--- src/rtl/sevseg_pkg.sv ---
// ---------------------------------------------------------------------------
// sevseg_pkg
// Shared constants for the seven-segment scan controller.
// Contents:
//   SEG_0 .. SEG_9, SEG_OFF : active-low segment codes, bit order {g,f,e,d,c,b,a}
//   state_e                 : scan FSM states
//   IDX_*                   : digit index values (0 = ones, 1 = tens, 2 = hundreds)
// ---------------------------------------------------------------------------
package sevseg_pkg;

   // Active-low segment patterns, {g,f,e,d,c,b,a}
   localparam logic [6:0] SEG_0   = 7'b1000000;
   localparam logic [6:0] SEG_1   = 7'b1111001;
   localparam logic [6:0] SEG_2   = 7'b0100100;
   localparam logic [6:0] SEG_3   = 7'b0110000;
   localparam logic [6:0] SEG_4   = 7'b0011001;
   localparam logic [6:0] SEG_5   = 7'b0010010;
   localparam logic [6:0] SEG_6   = 7'b0000010;
   localparam logic [6:0] SEG_7   = 7'b1111000;
   localparam logic [6:0] SEG_8   = 7'b0000000;
   localparam logic [6:0] SEG_9   = 7'b0010000;
   localparam logic [6:0] SEG_OFF = 7'h7F;

   typedef enum logic [1:0] {
      IDLE  = 2'd0,
      DRIVE = 2'd1,
      GAP   = 2'd2
   } state_e;

   localparam logic [1:0] IDX_ONES     = 2'd0;
   localparam logic [1:0] IDX_TENS     = 2'd1;
   localparam logic [1:0] IDX_HUNDREDS = 2'd2;

endpackage

--- src/rtl/seven_seg_scan_ctrl_bcd.sv ---
// ---------------------------------------------------------------------------
// bin_to_bcd8
// Combinational 8-bit binary to BCD converter (shift-and-add-3).
// Ports:
//   bin      in  [7:0] : unsigned value 0..255
//   ones     out [3:0] : ones digit
//   tens     out [3:0] : tens digit
//   hundreds out [1:0] : hundreds digit (0..2)
// ---------------------------------------------------------------------------
module bin_to_bcd8 (
   input  logic [7:0] bin,
   output logic [3:0] ones,
   output logic [3:0] tens,
   output logic [1:0] hundreds
);

   logic [9:0] bcd;

   // Classic double-dabble: before each shift, any BCD nibble >= 5 gets +3
   // so that the shift carries correctly into the next decade. The hundreds
   // field never exceeds 2 for 8-bit input, so it needs no correction.
   always_comb begin
      bcd = 10'd0;
      for (int i = 0; i < 8; i++) begin
         if (bcd[3:0] >= 4'd5) bcd[3:0] = bcd[3:0] + 4'd3;
         if (bcd[7:4] >= 4'd5) bcd[7:4] = bcd[7:4] + 4'd3;
         bcd = {bcd[8:0], bin[7 - i]};
      end
   end

   assign ones     = bcd[3:0];
   assign tens     = bcd[7:4];
   assign hundreds = bcd[9:8];

endmodule

--- src/rtl/seven_seg_scan_ctrl.sv ---
// ---------------------------------------------------------------------------
// seven_seg_scan_ctrl
// Time-multiplexed scan controller for a 3-digit common-anode display.
// A value taken over valid/ready sits in a pending register and is moved to
// the display register only while idle or at the end of a full frame, so a
// frame never mixes digits of two values.
// Parameters:
//   SCAN_DIV : clock cycles each digit is driven (>= 2)
// Ports:
//   clk      in       : clock, rising edge
//   rst      in       : synchronous active-high reset
//   in_valid in       : in_data valid
//   in_data  in  [7:0]: unsigned value to display
//   in_ready out      : pending register empty
//   seg      out [6:0]: segments {g..a}, active-low, registered
//   an       out [2:0]: digit enables, active-low, registered (0=ones)
// Build option:
//   SEVSEG_LZB_EN : when defined, leading zeros in hundreds/tens are blanked
// ---------------------------------------------------------------------------
module seven_seg_scan_ctrl
   import sevseg_pkg::*;
#(
   parameter int SCAN_DIV = 1000
) (
   input  logic       clk,
   input  logic       rst,
   input  logic       in_valid,
   input  logic [7:0] in_data,
   output logic       in_ready,
   output logic [6:0] seg,
   output logic [2:0] an
);

   localparam int              DIV_W    = $clog2(SCAN_DIV + 1);
   localparam logic [DIV_W-1:0] DIV_LAST = DIV_W'(SCAN_DIV - 1);

   state_e           state_q, state_d;
   logic [7:0]       pend_q, pend_d;
   logic             pend_full_q, pend_full_d;
   logic [7:0]       disp_q, disp_d;
   logic [DIV_W-1:0] div_q, div_d;
   logic [1:0]       idx_q, idx_d;
   logic [6:0]       seg_q, seg_d;
   logic [2:0]       an_q, an_d;

   logic [3:0] ones, tens, digit;
   logic [1:0] hundreds;
   logic [6:0] digit_seg;
   logic [2:0] digit_an;
   logic       blank;

   bin_to_bcd8 u_bcd (
      .bin      (disp_q),
      .ones     (ones),
      .tens     (tens),
      .hundreds (hundreds)
   );

   // Pick the digit for the current slot, decode it, and build the anode
   // pattern. Blanking only lifts the anode; slot length is untouched so
   // brightness stays the same whatever value is shown.
   always_comb begin
      case (idx_q)
         IDX_ONES: digit = ones;
         IDX_TENS: digit = tens;
         default:  digit = {2'b00, hundreds};
      endcase

      case (digit)
         4'd0:    digit_seg = SEG_0;
         4'd1:    digit_seg = SEG_1;
         4'd2:    digit_seg = SEG_2;
         4'd3:    digit_seg = SEG_3;
         4'd4:    digit_seg = SEG_4;
         4'd5:    digit_seg = SEG_5;
         4'd6:    digit_seg = SEG_6;
         4'd7:    digit_seg = SEG_7;
         4'd8:    digit_seg = SEG_8;
         4'd9:    digit_seg = SEG_9;
         default: digit_seg = SEG_OFF;
      endcase

`ifdef SEVSEG_LZB_EN
      blank = ((idx_q == IDX_HUNDREDS) && (hundreds == 2'd0)) ||
              ((idx_q == IDX_TENS) && (hundreds == 2'd0) && (tens == 4'd0));
`else
      blank = 1'b0;
`endif

      digit_an = blank ? 3'b111 : ~(3'b001 << idx_q);
   end

   // Next-state logic. The handshake and the pending->display copy can never
   // fire together: the copy needs pend_full, the handshake needs it clear.
   // seg/an are computed from the current state and registered, so the pins
   // follow the FSM by one cycle.
   always_comb begin
      state_d     = state_q;
      pend_d      = pend_q;
      pend_full_d = pend_full_q;
      disp_d      = disp_q;
      div_d       = div_q;
      idx_d       = idx_q;
      seg_d       = SEG_OFF;
      an_d        = 3'b111;

      if (in_valid && !pend_full_q) begin
         pend_d      = in_data;
         pend_full_d = 1'b1;
      end

      case (state_q)
         IDLE: begin
            if (pend_full_q) begin
               disp_d      = pend_q;
               pend_full_d = 1'b0;
               idx_d       = IDX_ONES;
               div_d       = '0;
               state_d     = DRIVE;
            end
         end
         DRIVE: begin
            seg_d = digit_seg;
            an_d  = digit_an;
            if (div_q == DIV_LAST) begin
               div_d   = '0;
               state_d = GAP;
            end else begin
               div_d = div_q + DIV_W'(1);
            end
         end
         GAP: begin
            state_d = DRIVE;
            if (idx_q == IDX_HUNDREDS) begin
               // End of frame: the only point a new value may take effect
               idx_d = IDX_ONES;
               if (pend_full_q) begin
                  disp_d      = pend_q;
                  pend_full_d = 1'b0;
               end
            end else begin
               idx_d = idx_q + 2'd1;
            end
         end
         default: state_d = IDLE;
      endcase
   end

   // State and output registers with synchronous reset; reset leaves the
   // display dark and the pending register empty.
   always_ff @(posedge clk) begin
      if (rst) begin
         state_q     <= IDLE;
         pend_q      <= 8'd0;
         pend_full_q <= 1'b0;
         disp_q      <= 8'd0;
         div_q       <= '0;
         idx_q       <= IDX_ONES;
         seg_q       <= SEG_OFF;
         an_q        <= 3'b111;
      end else begin
         state_q     <= state_d;
         pend_q      <= pend_d;
         pend_full_q <= pend_full_d;
         disp_q      <= disp_d;
         div_q       <= div_d;
         idx_q       <= idx_d;
         seg_q       <= seg_d;
         an_q        <= an_d;
      end
   end

   assign in_ready = ~pend_full_q;
   assign seg      = seg_q;
   assign an       = an_q;

endmodule
--- config.mk ---
export PLATFORM = sky130hd
export DESIGN_NAME = seven_seg_scan_ctrl
export DESIGN_NICKNAME = d
export VERILOG_FILES = /design/src/rtl/sevseg_pkg.sv /design/src/rtl/seven_seg_scan_ctrl_bcd.sv /design/src/rtl/seven_seg_scan_ctrl.sv
export SDC_FILE = /design/constraint.sdc
export NUM_CORES = 1
export LEC_CHECK = 0
export CAP_MARGIN = 5
export CORE_ASPECT_RATIO = 0.5
export CORE_MARGIN = 5
export CORE_UTILIZATION = 45
export CTS_CLUSTER_DIAMETER = 150
export DETAILED_ROUTE_END_ITERATION = 7
export MAX_ROUTING_LAYER = met4
export PLACE_DENSITY = 0.66
export SLEW_MARGIN = 0
export SYNTH_ARGS = -nofsm -noshare
export SYNTH_HDL_FRONTEND = slang
export SYNTH_HIERARCHICAL = 1
export SYNTH_SLANG_ARGS = --single-unit
--- constraint.sdc ---
create_clock -name clk -period 11.5 [get_ports clk]
set_input_delay 2.3 -clock clk [delete_from_list [all_inputs] [get_ports clk]]
set_output_delay 2.3 -clock clk [all_outputs]
set_load 0.02 [all_outputs]
== After elaboration in Yosys (flattened, before gate mapping) ==
Memories as Yosys holds them, arrays and structs flattened. A register that Yosys moved wholly into a read port is not among the register bits.
Index checks and enable logic that the tools add are counted.

* Register bits: 34
* Bits in latches: 0
* Bits in writable memories: 0
* Bits in read-only memories: 112
* Bits of input ports: 11
* Output and inout bits: 11
* Word-level logic and storage cells: 71
* Memories kept: 1

* Add/sub/neg operators: 9
* $mul: 0
* Divide/modulo/power cells: 0
* Order comparisons: 7
* Equal/unequal tests: 8
* Shift-type cells: 1
* Mux-type cells: 24
* Bitwise gates (word level): 3
* Reduce and logical (&&, ||, !) cells: 11

{| class="wikitable"
|+ Memories
! memory !! words !! width !! rd ports !! clocked after Yosys merged registers in !! write ports !! RTL line !! source
|-
| (no name shown) || 16 || 7 || 1 || 1 || 0 || seven_seg_scan_ctrl.sv:69 || <nowiki>case (digit)</nowiki>
|}

{| class="wikitable"
|+ Operators with widths
! kind !! count
|-
| $mux 4 || 7
|-
| $add 4x2->4 const B || 5
|-
| $ge 4x3->1 const B || 5
|-
| $mux 10 || 2
|-
| $pmux 10 s2 || 1
|-
| $mux 8 || 2
|-
| $pmux 8 s2 || 1
|-
| $add 10x1->10 const B || 1
|-
| $eq 10x10->1 const B || 1
|-
| $add 3x2->4 const B || 2
|-
| $mux 2 || 4
|-
| $pmux 4 s2 || 1
|-
| $reduce_and 2->1 || 4
|-
| $ge 3x3->1 const B || 2
|-
| $ne 2x2->1 const B || 3
|-
| $pmux 2 s3 || 1
|-
| $eq 2x1->1 const B || 2
|-
| $eq 2x2->1 const B || 2
|-
| $logic_not 2->1 || 2
|-
| $pmux 2 s2 || 1
|-
| $reduce_bool 2->1 || 2
|-
| $mux 1 || 3
|-
| $not 3->3 || 1
|-
| $shl 1x2->3 const A || 1
|-
| other kinds (6) || 7
|}

== Logic depth before layout (Yosys ltp) ==
* Depth after elaboration: 11
* Gate-level depth with buffers: 26
* Depth with buffers taken out: 25

== Modules after synthesis ==
Netlist, hierarchy kept.

{| class="wikitable"
|+ By module, submodules not included
! module !! times used !! cells an instance !! area an instance (µm²) !! sequential area each (µm²)
|-
| seven_seg_scan_ctrl || 1 || 206 || 1871.8 || 820.8
|-
| bin_to_bcd8 || 1 || 138 || 975.9 || 0.0
|}

== Worst setup path before layout ==
No wires, ideal clock.

* Path kind: register to register
* From: reg disp_q[6]
* To: reg seg_q[6], in the netlist seg[6]
* Library setup time: 0.078 ns
* Data arrival time: 4.835 ns
* Data required time: 11.422 ns
* Slack: 6.587 ns
* Cell stages (with the launch flop): 24
* Path buffers: 1
* Clock period less this slack: 4.913 ns
* Cell sequence: dfxtp_1 buf_2 inv_1 ha_1 or2_2 a21oi_2 ha_1 nand2b_1 o211a_4 o221ai_2 ha_1 nand2b_1 a31oi_4 mux2_4 and3_1 a211o_1 a211oi_1 mux2i_1 mux2i_1 ha_1 nand2_1 o211ai_1 a21oi_1 nor3_1

* Cells in the longest elaborated chain, start to end: 11
* Elaborated cells between the ends (all ways): 22
* Classes of those cells: add/sub (7); order compare (7); mux (8)

{| class="wikitable"
|+ Ends and longest elaborated chain
! item !! RTL line !! source
|-
| from (decl) || seven_seg_scan_ctrl.sv:40 || <nowiki>logic [7:0] disp_q, disp_d;</nowiki>
|-
| from (signal assigned) || seven_seg_scan_ctrl.sv:165 || <nowiki>disp_q <= disp_d;</nowiki>
|-
| $add 3x2->4 / $ge 3x3->1 (equally long branches) || seven_seg_scan_ctrl_bcd.sv:25 || <nowiki>if (bcd[3:0] >= 4'd5) bcd[3:0] = bcd[3:0] + 4'd3;</nowiki>
|-
| $mux 4 (*) || seven_seg_scan_ctrl_bcd.sv:25 ||
|-
| $add 4x2->4 / $ge 4x3->1 (equally long branches) || seven_seg_scan_ctrl_bcd.sv:25 ||
|-
| $mux 4 (*) || seven_seg_scan_ctrl_bcd.sv:25 ||
|-
| $ge 4x3->1 / $add 4x2->4 (equally long branches) || seven_seg_scan_ctrl_bcd.sv:25 ||
|-
| $mux 4 (*) || seven_seg_scan_ctrl_bcd.sv:25 ||
|-
| $add 4x2->4 / $ge 4x3->1 (equally long branches) || seven_seg_scan_ctrl_bcd.sv:25 ||
|-
| $mux 4 (*) || seven_seg_scan_ctrl_bcd.sv:25 ||
|-
| $ge 4x3->1 (*) || seven_seg_scan_ctrl_bcd.sv:25 ||
|-
| $mux 4 (*) || seven_seg_scan_ctrl_bcd.sv:25 ||
|-
| named net ones[1] || seven_seg_scan_ctrl.sv:46 || <nowiki>logic [3:0] ones, tens, digit;</nowiki>
|-
| $pmux 4 s2 (*) || seven_seg_scan_ctrl.sv:63 || <nowiki>case (idx_q)</nowiki>
|-
| to (decl) || seven_seg_scan_ctrl.sv:43 || <nowiki>logic [6:0] seg_q, seg_d;</nowiki>
|}

Mark *: on every way through the listed nets, which the timed path passes. The rest lies on a longest branch.
A chain may end at the register's enable or synchronous reset.

== Worst setup path after layout ==
Same ends and word-level chain as after synthesis.

==> results.md <==
- Outcome: completed
- Most used flip-flop cell after synthesis: sky130_fd_sc_hd__dfxtp_1
- Ports placed on the boundary: 22
- Overflow left after global routing: 0
- Netlist cell types: 67
- Avg Synthesized Cell Area: 8.28 um2
- DR vias/cell: 5.56
- Floorplan die width: 123 um
- Post-Synthesis Cells: 344
- Total of endpoints with negative setup slack in the final report: 0
- Warnings from Yosys: 6
- Total count of hold-check failures in the final report: 0
- Cts repair resizes: 0
- Synthesis-to-layout area growth: 13.8%
- Worst-Margin Slew: 0.897 ns
- Initial antenna violation count: 0
- Areal power density over the cells: 121 nW/um2
- Maximum number of pins on one net before global-route repair: 26
- Share of cells above drive strength 1: 8.50%
- Post-Route WL: 6070 um
- Count of input and output buffers: 21
- Share of flip-flops with an asynchronous set or reset after synthesis: 0%
- Routed wire per std cell: 13.8 um
- Chip height: 66.3 um
- Summed area of non-filler cells in the final layout: 3240 um2
- Final setup TNS: 0 ns
- Worst relative slew slack: 40.1%
- Reported max-cap violation count: 0
- CP Data Arrival Time: 5.83 ns
- Initial standard-cell utilization of the core: 46.6%
- Count of pins over their slew limit: 0
- Number of synthesized flops with an enable pin: 0
- Area post-placement: 3070 um2
- Type of the worst setup path: flop to flop
- Std-Cell Core Area: 6110 um2
- Register bit count reported by yosys: 41
- Worst hold margin: 0.490 ns
- CTS tree: done
- Largest vdd supply drop: 60.9 uV
- Count of unresolved DRC violations after routing: 0
- Portion of the clock cycle consumed by the worst path in the final layout: 48.9%
- Fill cell total of the finished layout: 580
- Critical path required time: 11.71 ns
- Number of setup buffers added after CTS: 0
- Drt initial violations: 184
- Crit end category: flop
- GR Util All Layers: 16.8%
- Total iterations of the first detailed-routing run: 4
- Min-Delay Path Class: flop to flop
- Leading cell types in the layout, fill and taps excluded: sky130_fd_sc_hd__dfxtp_1, sky130_fd_sc_hd__nor2_1, sky130_fd_sc_hd__nand2_1
- # nets final: 374
- Via count of the first global-routing pass: 2319
- Number of buffers created by CTS: 5
- CTS Root Buffer Type: sky130_fd_sc_hd__clkbuf_16
- Antenna fix cells: 0
- First-pass GRT wire length: 10800 um
- Post-CTS clock slew at the launch and capture registers of the worst setup and hold paths: 0.06 ns
- Maximum fanout along the worst path: 10
- Clock network latency to the later pin of the worst-skew pair: 0.29 ns
- Die ar.: 8120 um2
- Via count of the routed design: 2453
- Register-to-Register Setup Slack: 5.88 ns
- Layout Skew: 0.00781 ns
- RSZ-0062 raised after global routing: no
- Number of levels the H-tree was split into: 2
- Min cycle time layout: 5.62 ns
- Number of buffers between clock root and the deepest sink: 2
- Hold buffers post-CTS: 0
- Commonest non-fill, non-tap cell in the layout: sky130_fd_sc_hd__dfxtp_1
- Sink count of the clock tree: 41
- Synthesized netlist net count: 366
- Seq/Total Area, Yosys: 28.8%
- Kind of launch point of the worst setup path: flop
- Total leakage power: 1.18 nW
- Sum of net half-perimeters after detailed placement: 4510 um
- Netlist area before placement: 2850 um2
- Timing-limited maximum frequency: 178 MHz
- RD Place Congestion: 0.933
- Post-route antenna net violation count: 0
- Row Count: 20
-- registers in the layout, indices dropped and copies added, names as in the netlist --
| signal | cells |
|---|---|
| div_q | 10 |
| disp_q | 8 |
| pend_q | 8 |
| seg | 7 |
| an | 3 |
| idx_q | 2 |
| state_q | 2 |
| pend_full_q | 1 |
-- power by group --
group	total, mW	switching [mW]	internal (mW)
clock	0.157	0.0546	0.103
sequential	0.153	0.00506	0.148
combinational	0.0815	0.0459	0.0355
total	0.392	0.106	0.286
-- layer usage --
metal / up-vias / wire length (um) / share of wire, % / GRT usage, %
met2: 24 / 2740 / 45 / 26.7
met1: 1165 / 3090 / 51 / 21.1
met3: 7 / 159 / 2.6 / 4.02
li1: 1257 / - / - / -
met4: 0 / 72 / 1.2 / 5.72
met5: - / 0 / 0 / -
-- worst max-delay path, stage by stage (launching register included) --
cell and delay [ns]:
sky130_fd_sc_hd__dfxtp_1 0.52, sky130_fd_sc_hd__inv_1 0.12, sky130_fd_sc_hd__ha_1 0.25, sky130_fd_sc_hd__or2_2 0.30
sky130_fd_sc_hd__a21oi_2 0.23, sky130_fd_sc_hd__ha_1 0.25, sky130_fd_sc_hd__nand2b_1 0.13, sky130_fd_sc_hd__o211a_4 0.18
sky130_fd_sc_hd__o221ai_2 0.30, sky130_fd_sc_hd__ha_1 0.35, sky130_fd_sc_hd__nand2b_1 0.16, sky130_fd_sc_hd__a31oi_4 0.30
sky130_fd_sc_hd__mux2i_1 0.39, sky130_fd_sc_hd__o21ai_0 0.13, sky130_fd_sc_hd__a211o_1 0.33, sky130_fd_sc_hd__a211oi_1 0.36
sky130_fd_sc_hd__mux2i_1 0.16, sky130_fd_sc_hd__mux2i_1 0.42, sky130_fd_sc_hd__ha_1 0.29, sky130_fd_sc_hd__nand2_1 0.07
sky130_fd_sc_hd__o211ai_1 0.11, sky130_fd_sc_hd__a21oi_1 0.09, sky130_fd_sc_hd__nor3_1 0.11
-- logic make-up after synthesis --
logic type | Yosys count | share of synthesized area [%]
buffers and inverters | 34 | 5.40
AO/OA/AOI/OAI | 88 | 22.7
flip-flops | 41 | 28.8
XOR/XNOR | 8 | 2.72
adder cells (fa/ha/maj) | 12 | 5.18
AND/OR/NAND/NOR | 132 | 23.9
multiplexers | 29 | 11.3
-- worst paths after layout --
path,startpoint,endpoint,depth (start not counted)
hold / removal,div_q[8],div_q[8],2
setup / recovery,disp_q[6],seg[6],22
hold reg to reg,div_q[8],div_q[8],2
setup reg to reg,disp_q[6],seg[6],22
-- Yosys cell counts (3+ instances only) --
cell type                   n  share of area (%)
sky130_fd_sc_hd__a21oi_1   17                3.0
sky130_fd_sc_hd__nor3b_1    4                1.1
sky130_fd_sc_hd__nor2_1    35                4.6
sky130_fd_sc_hd__dfxtp_1   41                 29
sky130_fd_sc_hd__a211oi_1   5                1.3
sky130_fd_sc_hd__or3_1      4               0.88
sky130_fd_sc_hd__ha_1      11                4.8
sky130_fd_sc_hd__nand4_1    4               0.88
sky130_fd_sc_hd__buf_4      4                1.1
sky130_fd_sc_hd__o21ai_0   16                2.8
sky130_fd_sc_hd__clkbuf_1   9                1.2
sky130_fd_sc_hd__and2_1     3               0.66
sky130_fd_sc_hd__mux2i_1   22                7.7
sky130_fd_sc_hd__a211o_1    5                1.5
sky130_fd_sc_hd__nand3_1   11                1.9
sky130_fd_sc_hd__a31oi_1    4               0.88
sky130_fd_sc_hd__o21ai_1    4               0.70
sky130_fd_sc_hd__nand2b_1   3               0.66
sky130_fd_sc_hd__o211ai_1   4                1.1
sky130_fd_sc_hd__inv_1     11                1.4
sky130_fd_sc_hd__xnor2_1    6                1.8
sky130_fd_sc_hd__o21a_1     4                1.1
sky130_fd_sc_hd__nor3_1    12                2.1
sky130_fd_sc_hd__a21o_1     5                1.3
sky130_fd_sc_hd__and3_1     5                1.1
sky130_fd_sc_hd__buf_2      9                1.6
sky130_fd_sc_hd__nor2b_1    7                1.5
sky130_fd_sc_hd__mux2_4     3                1.6
sky130_fd_sc_hd__mux2_2     3                1.2
sky130_fd_sc_hd__nand2_1   27                3.6
-- through the flow --
stage / utilization, % / worst slack, ns / cells / power (mW)
floorplan: - / 6.59 / 344 / 0.217
global placement: 50.3 / 6.23 / 433 / 0.234
detailed placement: 50.3 / 5.94 / 433 / 0.236
CTS: 53.1 / 5.92 / 441 / 0.395
global route: 53.1 / 5.27 / 441 / 0.415
finish: 53.1 / 5.88 / 441 / 0.392
-- layout make-up --
| class | instances | area [um2] | area share [%] |
|---|---|---|---|
| multi-input combinational | 269 | 1870 | 57.8 |
| tap | 88 | 110 | 3.40 |
| sequential | 41 | 821 | 25.3 |
| timing repair buffer | 23 | 225 | 6.95 |
| inverter | 12 | 45.0 | 1.39 |
| clock inverter | 2 | 38.8 | 1.20 |
| clock buffer | 6 | 129 | 3.98 |
Note: power is estimated with default switching activity, not from simulation.
